$ cat config.mk
export PLATFORM = sky130hd
export DESIGN_NAME = fwd_hazard_unit
export DESIGN_NICKNAME = d
export VERILOG_FILES = /design/src/rtl/fwd_hazard_unit.sv
export SDC_FILE = /design/constraint.sdc
export NUM_CORES = 1
export LEC_CHECK = 0
export CAP_MARGIN = 30
export CORE_MARGIN = 2
export CORE_UTILIZATION = 40
export DETAILED_ROUTE_END_ITERATION = 8
export PLACE_DENSITY = 0.84
export REMOVE_ABC_BUFFERS = 1
export SLEW_MARGIN = 0
export SYNTH_ARGS = -nofsm -noshare
export SYNTH_HDL_FRONTEND = slang
export SYNTH_SLANG_ARGS = --single-unit
$ cat constraint.sdc
create_clock -name clk -period 3.8 [get_ports clk]
set_clock_uncertainty 0.2 [all_clocks]
set_input_delay 0.57 -clock clk [delete_from_list [all_inputs] [get_ports clk]]
set_output_delay 0.57 -clock clk [all_outputs]
set_load 0.01 [all_outputs]
$ cat src/rtl/fwd_hazard_unit.sv
// Operand forwarding and load-use interlock for the ID stage of a 5-stage MIPS pipeline.
// Resolves NRD source ports against EXE/MEM/WB writers, with a stall watchdog and perf counters.
module fwd_hazard_unit #(
  parameter int DATA_W    = 32,
  parameter int ADDR_W    = 5,
  parameter int NRD       = 2,
  parameter int FWD_EN    = 1,
  parameter int MAX_STALL = 15,
  parameter int CNT_W     = 32
) (
  input  logic                  clk,
  input  logic                  rst,
  input  logic                  id_valid,
  input  logic [NRD-1:0]        id_used,
  input  logic [NRD*ADDR_W-1:0] id_addr,
  input  logic [NRD*DATA_W-1:0] id_rf_data,
  input  logic                  exe_wen,
  input  logic                  exe_load,
  input  logic [ADDR_W-1:0]     exe_waddr,
  input  logic [DATA_W-1:0]     exe_wdata,
  input  logic                  mem_wen,
  input  logic                  mem_load,
  input  logic [ADDR_W-1:0]     mem_waddr,
  input  logic [DATA_W-1:0]     mem_wdata,
  input  logic                  mem_ld_rdy,
  input  logic                  wb_wen,
  input  logic [ADDR_W-1:0]     wb_waddr,
  input  logic [DATA_W-1:0]     wb_wdata,
  output logic [NRD*DATA_W-1:0] id_op_data,
  output logic [NRD*2-1:0]      fwd_sel,
  output logic                  stall_id,
  output logic                  wdog_err,
  output logic [CNT_W-1:0]      stall_cnt,
  output logic [CNT_W-1:0]      fwd_cnt
);

  localparam int SC_W = $clog2(MAX_STALL + 1);
  localparam logic [SC_W-1:0] SC_MAX = SC_W'(MAX_STALL);
  localparam bit FWD_ON = (FWD_EN != 0);

  typedef enum logic [0:0] {RUN = 1'b0, STALL = 1'b1} state_t;

  state_t            state_r;
  logic [SC_W-1:0]   sc_r;
  logic [SC_W-1:0]   sc_inc_s;
  logic [ADDR_W-1:0] addr_s;
  logic              live_s;
  logic              m_exe_s;
  logic              m_mem_s;
  logic              m_wb_s;
  logic [1:0]        sel_s;
  logic [DATA_W-1:0] data_s;
  logic              haz_s;
  logic              fwd_any_s;

  // Per-port resolution: youngest matching writer wins; an unready load stalls instead.
  always_comb begin
    id_op_data = id_rf_data;
    fwd_sel    = {(NRD*2){1'b0}};
    stall_id   = 1'b0;
    fwd_any_s  = 1'b0;
    addr_s     = {ADDR_W{1'b0}};
    live_s     = 1'b0;
    m_exe_s    = 1'b0;
    m_mem_s    = 1'b0;
    m_wb_s     = 1'b0;
    sel_s      = 2'b00;
    data_s     = {DATA_W{1'b0}};
    haz_s      = 1'b0;
    for (int i = 0; i < NRD; i++) begin
      addr_s  = id_addr[i*ADDR_W +: ADDR_W];
      live_s  = ~rst & id_valid & id_used[i] & (addr_s != {ADDR_W{1'b0}});
      m_exe_s = live_s & exe_wen & (exe_waddr == addr_s);
      m_mem_s = live_s & mem_wen & (mem_waddr == addr_s);
      m_wb_s  = live_s & wb_wen  & (wb_waddr  == addr_s);
      sel_s   = 2'b00;
      data_s  = id_rf_data[i*DATA_W +: DATA_W];
      haz_s   = 1'b0;
      if (!FWD_ON) begin
        haz_s = m_exe_s | m_mem_s | m_wb_s;
      end else if (m_exe_s) begin
        if (exe_load) begin
          haz_s = 1'b1;
        end else begin
          sel_s  = 2'b01;
          data_s = exe_wdata;
        end
      end else if (m_mem_s) begin
        if (mem_load && !mem_ld_rdy) begin
          haz_s = 1'b1;
        end else begin
          sel_s  = 2'b10;
          data_s = mem_wdata;
        end
      end else if (m_wb_s) begin
        sel_s  = 2'b11;
        data_s = wb_wdata;
      end else begin
        sel_s = 2'b00;
      end
      id_op_data[i*DATA_W +: DATA_W] = data_s;
      fwd_sel[i*2 +: 2]              = sel_s;
      stall_id                       = stall_id | haz_s;
      fwd_any_s                      = fwd_any_s | (sel_s != 2'b00);
    end
  end

  assign sc_inc_s = (sc_r == SC_MAX) ? sc_r : sc_r + 1'b1;

  // Stall-tracking FSM, sticky watchdog and saturating performance counters.
  always_ff @(posedge clk) begin
    if (rst) begin
      state_r   <= RUN;
      sc_r      <= {SC_W{1'b0}};
      wdog_err  <= 1'b0;
      stall_cnt <= {CNT_W{1'b0}};
      fwd_cnt   <= {CNT_W{1'b0}};
    end else begin
      case (state_r)
        RUN: begin
          if (stall_id) begin
            state_r <= STALL;
            sc_r    <= sc_inc_s;
          end else begin
            sc_r <= {SC_W{1'b0}};
          end
        end
        STALL: begin
          if (stall_id) begin
            sc_r <= sc_inc_s;
          end else begin
            state_r <= RUN;
            sc_r    <= {SC_W{1'b0}};
          end
        end
        default: begin
          state_r <= RUN;
          sc_r    <= {SC_W{1'b0}};
        end
      endcase
      // sc_inc_s counts the current stall cycle, so MAX_STALL stalled cycles trip the flag.
      if (stall_id && (sc_inc_s == SC_MAX)) begin
        wdog_err <= 1'b1;
      end
      if (stall_id && (stall_cnt != {CNT_W{1'b1}})) begin
        stall_cnt <= stall_cnt + 1'b1;
      end
      if (!stall_id && fwd_any_s && (fwd_cnt != {CNT_W{1'b1}})) begin
        fwd_cnt <= fwd_cnt + 1'b1;
      end
    end
  end

endmodule

==> summary.log, run 1 <==
qor: cells_and_area.final_non_filler_cells 1394
qor: place.place.detailed.hpwl 20200 um
qor: clock_tree.clock-sinks 69
qor: logic_synthesis.synth_adder_area_share 0.616%
qor: logic_synthesis.syn-cell-area 6100 um2
qor: logic_synthesis.synth.mux.area_fraction 0.328%
qor: timing.headroom_to_the_max_slew_limit 54.0%
qor: logic_synthesis.synth_top_flop_cell sky130_fd_sc_hd__dfxtp_1
qor: global_routing.gr-total-overflow 0
qor: place.port_buffers 329
qor: worst_setup_path.timing.critical_path.from_type primary input
qor: power.p_switching 0.502 mW
qor: power.power.share.sequential 36.1%
qor: logic_synthesis.post_synth_edffs 0
qor: clock_tree.tritoncts_clock_tree yes
qor: place.placedCellCount 1353
qor: timing.worst_slew_pin_slew 691 ps
qor: worst_setup_path.timing.critical_path.required 3030 ps
qor: route.num_vias 8265
qor: cells_and_area.post-route-util 71.2%
qor: global_routing.gr-usage-met3 6.32%
qor: global_routing.initial_antenna_violation_count 2
qor: timing.final_hold_viol_count 0
qor: worst_setup_path.cp.buffers_inverters 6
qor: logic_synthesis.synthArstFlopShare 0%
qor: timing.setup_repair_after_global_routing_missed_its_margin yes
qor: power.powerDensity 187 nW/um2
qor: cells_and_area.number_of_nets_in_the_finished_design 1398
qor: worst_setup_path.arrival 2990 ps
qor: logic_synthesis.yosys.area_share.simple 32.9%
qor: floorplanning.initial_utilization 40.5%
qor: logic_synthesis.main_combinational_cell_family_by_area_after_synthesis simple AND/OR/NAND/NOR gates
qor: clock_tree.cts_made_buffers 9
qor: route.drt-total-wl 27700 um
qor: worst_setup_path.cpMaxStageDelayCell sky130_fd_sc_hd__or4_4
qor: cells_and_area.drive_gt1_share 20.3%
qor: worst_setup_path.path_cells dlygate4sd2_1 -> nor2b_4 -> o211ai_4 -> buf_4 -> buf_4 -> or4_4 -> buf_4 -> buf_12 -> o221a_2 -> o22ai_1 -> nand2_1 -> dlygate4sd2_1
qor: logic_synthesis.compound_gate_fraction_of_synth_area 26.7%
qor: clock_tree.cts_buffer_depth 2
qor: timing.max_clock_freq 266 MHz
qor: power.ir_drop 0.305 mV
qor: route.route.detailed.drc 0
qor: logic_synthesis.syn-instance-count 817
qor: clock_tree.cts-root-buf sky130_fd_sc_hd__clkbuf_16
qor: route.avgRoutedWirePerCell 19.9 um
qor: worst_setup_path.worst_r2r_path_depth 9
qor: floorplanning.die_area 16200 um2
qor: route.via_per_inst 5.93
qor: cells_and_area.n_fill_cell 1220
qor: worst_setup_path.cp_slowest_stage_delay 530 ps
qor: timing.finalSetupViolations 0
qor: worst_hold_path.worstHoldPathCells 2
qor: place.place_congestion 0.944
qor: route.drt_first_iter_violations 626
qor: logic_synthesis.synth.ff_latch_count 69
qor: worst_hold_path.hold_path.class register to register
qor: worst_setup_path.cp_max_fo 16
qor: worst_setup_path.rrSetupSlack 780 ps
qor: logic_synthesis.synth_area_per_cell 7.46 um2
qor: clock_tree.clock_insertion_delay_worst_skew 330 ps
qor: worst_setup_path.critPathTopFamily buffers and inverters
qor: worst_setup_path.crit-reg2reg-launch stall_cnt[4]$_SDFFE_PP0P_
qor: route.detail-route-antenna-nets 0
qor: floorplanning.ioPinCount 330
qor: worst_setup_path.crit_path_end_kind primary output
qor: global_routing.grt_pass1_vias 7914
qor: timing.period_share 99.0%
qor: worst_hold_path.timing.hold.worst.start wdog_err$_SDFFE_PP0P_
qor: timing.finalWorstPathRequiredPeriod 3760 ps
qor: logic_synthesis.synth_sequential_area_ratio 22.7%
qor: worst_hold_path.min_to wdog_err$_SDFFE_PP0P_
qor: route.drt_first_pass_iters 5
qor: power.comb_power_share 25.5%
qor: run.max_cap_viol_count 0
qor: logic_synthesis.post_synth_xor_area_fraction 11.2%
qor: worst_setup_path.cp.depth 12
qor: global_routing.gr-usage-met2 56.6%
qor: global_routing.grt_max_degree 69
qor: global_routing.groute.usage.overall 32.0%
qor: clock_tree.clkTransAtPathRegs 50 ps
qor: power.power.switching_fraction 25.0%
qor: logic_synthesis.synth_cell_types 61
qor: global_routing.grt.met1_usage 35.5%
qor: worst_setup_path.critical-path-top-cell-by-count sky130_fd_sc_hd__buf_4
qor: cells_and_area.area_overhead_of_the_layout_relative_to_synthesis 75.6%
qor: worst_setup_path.terminus_of_the_critical_flop_to_flop_path stall_cnt[3]$_SDFFE_PP0P_
qor: power.power.static_leakage 3.97 nW
qor: power.clkPwrFrac 38.4%
qor: floorplanning.core-area 15000 um2
qor: timing.report.final.slew_viol_count 0
qor: clock_tree.htree_levels 3
qor: status.status finished, final reports clean
qor: logic_synthesis.synthesis.yosys.warnings 0
qor: power.intPower 1.50 mW
qor: floorplanning.die_y 127 um
qor: global_routing.grt-busiest-layer met2
qor: global_routing.first_pass_grt_wire_length 41600 um
qor: worst_setup_path.timing_worst_setup_path_type primary input to primary output
qor: floorplanning.die_width 127 um
qor: floorplanning.num_rows 45
## tightest hold or removal path: stages, from the launching register on
cell	delay [ps]
sky130_fd_sc_hd__dfxtp_1	300
sky130_fd_sc_hd__inv_1	40
sky130_fd_sc_hd__o21ai_0	70
## through the flow
step	setup WS, ps	power, mW	hold slack, ps	setup TNS [ps]	instance area (um2)
after detailed placement	-444	1.26	263	-23970	10200
final	36.3	2.01	266	0	10700
after floorplan	-1870	0.866	283	-94460	5810
after global routing	-39.0	2.08	311	-523	10700
after global placement	-390	1.25	259	-21330	10200
after CTS	-23.9	2.01	273	-43.4	10700
## synthesized netlist by cell type (9+ instances only)
library cell                 n  area share, %
sky130_fd_sc_hd__nand2_1   124            7.6
sky130_fd_sc_hd__nor2_1     70            4.3
sky130_fd_sc_hd__dfxtp_1    69             23
sky130_fd_sc_hd__clkbuf_1   56            3.4
sky130_fd_sc_hd__xnor2_1    52            7.5
sky130_fd_sc_hd__o22ai_1    34            3.5
sky130_fd_sc_hd__a31oi_1    33            3.4
sky130_fd_sc_hd__nor2b_1    33            3.4
sky130_fd_sc_hd__a211oi_1   32            3.9
sky130_fd_sc_hd__a22oi_1    32            3.9
sky130_fd_sc_hd__o221a_2    32            5.9
sky130_fd_sc_hd__nand3_1    30            2.5
sky130_fd_sc_hd__xor2_1     26            3.7
sky130_fd_sc_hd__nand4_1    24            2.5
sky130_fd_sc_hd__and3_1     17            1.7
sky130_fd_sc_hd__inv_1      14           0.86
sky130_fd_sc_hd__nor4_2     14            2.9
sky130_fd_sc_hd__a21oi_1    13            1.1
sky130_fd_sc_hd__or4_1      12            1.5
sky130_fd_sc_hd__nor3_1     11           0.90
sky130_fd_sc_hd__o21ai_0     9           0.74
## cell usage in the layout (no fill, tap or decap), types with 10 or more instances in the layout
master,Yosys,layout
sky130_fd_sc_hd__xor2_1,26,26
sky130_fd_sc_hd__nand2_1,124,124
sky130_fd_sc_hd__nor4_2,14,15
sky130_fd_sc_hd__clkbuf_2,0,15
sky130_fd_sc_hd__nor2_1,70,66
sky130_fd_sc_hd__o221a_2,32,31
sky130_fd_sc_hd__nor2b_1,33,33
sky130_fd_sc_hd__nor3_1,11,10
sky130_fd_sc_hd__a22oi_1,32,31
sky130_fd_sc_hd__a21oi_1,13,13
sky130_fd_sc_hd__nand4_1,24,24
sky130_fd_sc_hd__nand3_1,30,30
sky130_fd_sc_hd__xnor2_1,52,50
sky130_fd_sc_hd__dlygate4sd2_1,0,46
sky130_fd_sc_hd__buf_12,0,16
sky130_fd_sc_hd__clkdlybuf4s50_1,0,242
sky130_fd_sc_hd__buf_4,1,84
sky130_fd_sc_hd__and3_1,17,17
sky130_fd_sc_hd__buf_2,4,16
sky130_fd_sc_hd__a31oi_1,33,32
sky130_fd_sc_hd__a211oi_1,32,26
sky130_fd_sc_hd__inv_1,14,14
sky130_fd_sc_hd__dfxtp_1,69,69
sky130_fd_sc_hd__o22ai_1,34,28
## power by group through the flow
| stage | logic (mW) | clock network, mW | registers [mW] |
|---|---|---|---|
| 2_1_floorplan | 0.126 | 0 | 0.740 |
| 3_3_place_gp | 0.514 | 0 | 0.740 |
| 3_5_place_dp | 0.519 | 0 | 0.740 |
| 4_1_cts | 0.499 | 0.782 | 0.724 |
| 5_1_grt | 0.539 | 0.814 | 0.724 |
| 6_report | 0.512 | 0.770 | 0.725 |
## flip-flops by register name (all words and copies together), names as in the netlist
signal     flops
wdog_err       1
stall_cnt     32
sc_r           4
fwd_cnt       32
## worst max-delay path by stage
| stage | from | endpoint |
|---|---|---|
| final | id_valid | id_op_data[24] |
| after CTS | id_addr[6] | id_op_data[59] |
| after detailed placement | id_addr[2] | id_op_data[6] |
| after global routing | id_addr[6] | id_op_data[38] |
| after global placement | id_addr[2] | id_op_data[6] |
| after floorplan | id_valid | fwd_sel[3] |
## layout make-up
| cell class | instances | area [um2] | area share [%] |
|---|---|---|---|
| Multi-Input combinational cell | 667 | 4550 | 42.5 |
| Timing Repair Buffer | 437 | 4200 | 39.2 |
| Sequential cell | 69 | 1380 | 12.9 |
| Clock buffer | 15 | 268 | 2.50 |
| Tap cell | 188 | 235 | 2.20 |
| Inverter | 15 | 56.3 | 0.526 |
| Clock inverter | 1 | 5.00 | 0.0468 |
| Antenna cell | 2 | 5.00 | 0.0468 |
## cell families after synthesis
logic type / Yosys count
compound gates: 208
xor+xnor: 78
fa+ha+maj: 3
buf+inv: 81
flops: 69
mux: 2
simple gates: 376
## metal layers
metal | wire [um] | share of wire [%] | up-vias
met3 | 2270 | 8.2 | 128
met2 | 13500 | 49 | 445
met4 | 1690 | 6.1 | 0
met1 | 10300 | 37 | 3873
met5 | 0 | 0 | -
li1 | - | - | 3819
## timing repair
| action | 4_1_cts | 5_1_grt |
|---|---|---|
| pin swaps | 10 | 12 |
| gates resized for setup | 145 | 73 |
| hold buffers | 0 | 0 |
| buffers inserted | 14 | 5 |
| endpoints found under the setup margin | 67 | 48 |
| cloned | 4 | 0 |
No activity file was read; power rests on OpenSTA's default activity.
==> run 2, diff against run 1 <==
--- a/config.mk
+++ b/config.mk
@@ -9,6 +9,7 @@
 export CORE_MARGIN = 2
 export CORE_UTILIZATION = 40
 export DETAILED_ROUTE_END_ITERATION = 8
+export GPL_TIMING_DRIVEN = 1
 export PLACE_DENSITY = 0.84
 export REMOVE_ABC_BUFFERS = 1
 export SLEW_MARGIN = 0
==> results of run 2 <==
The final DEF is identical to that of run 1; final timing and power are the same.
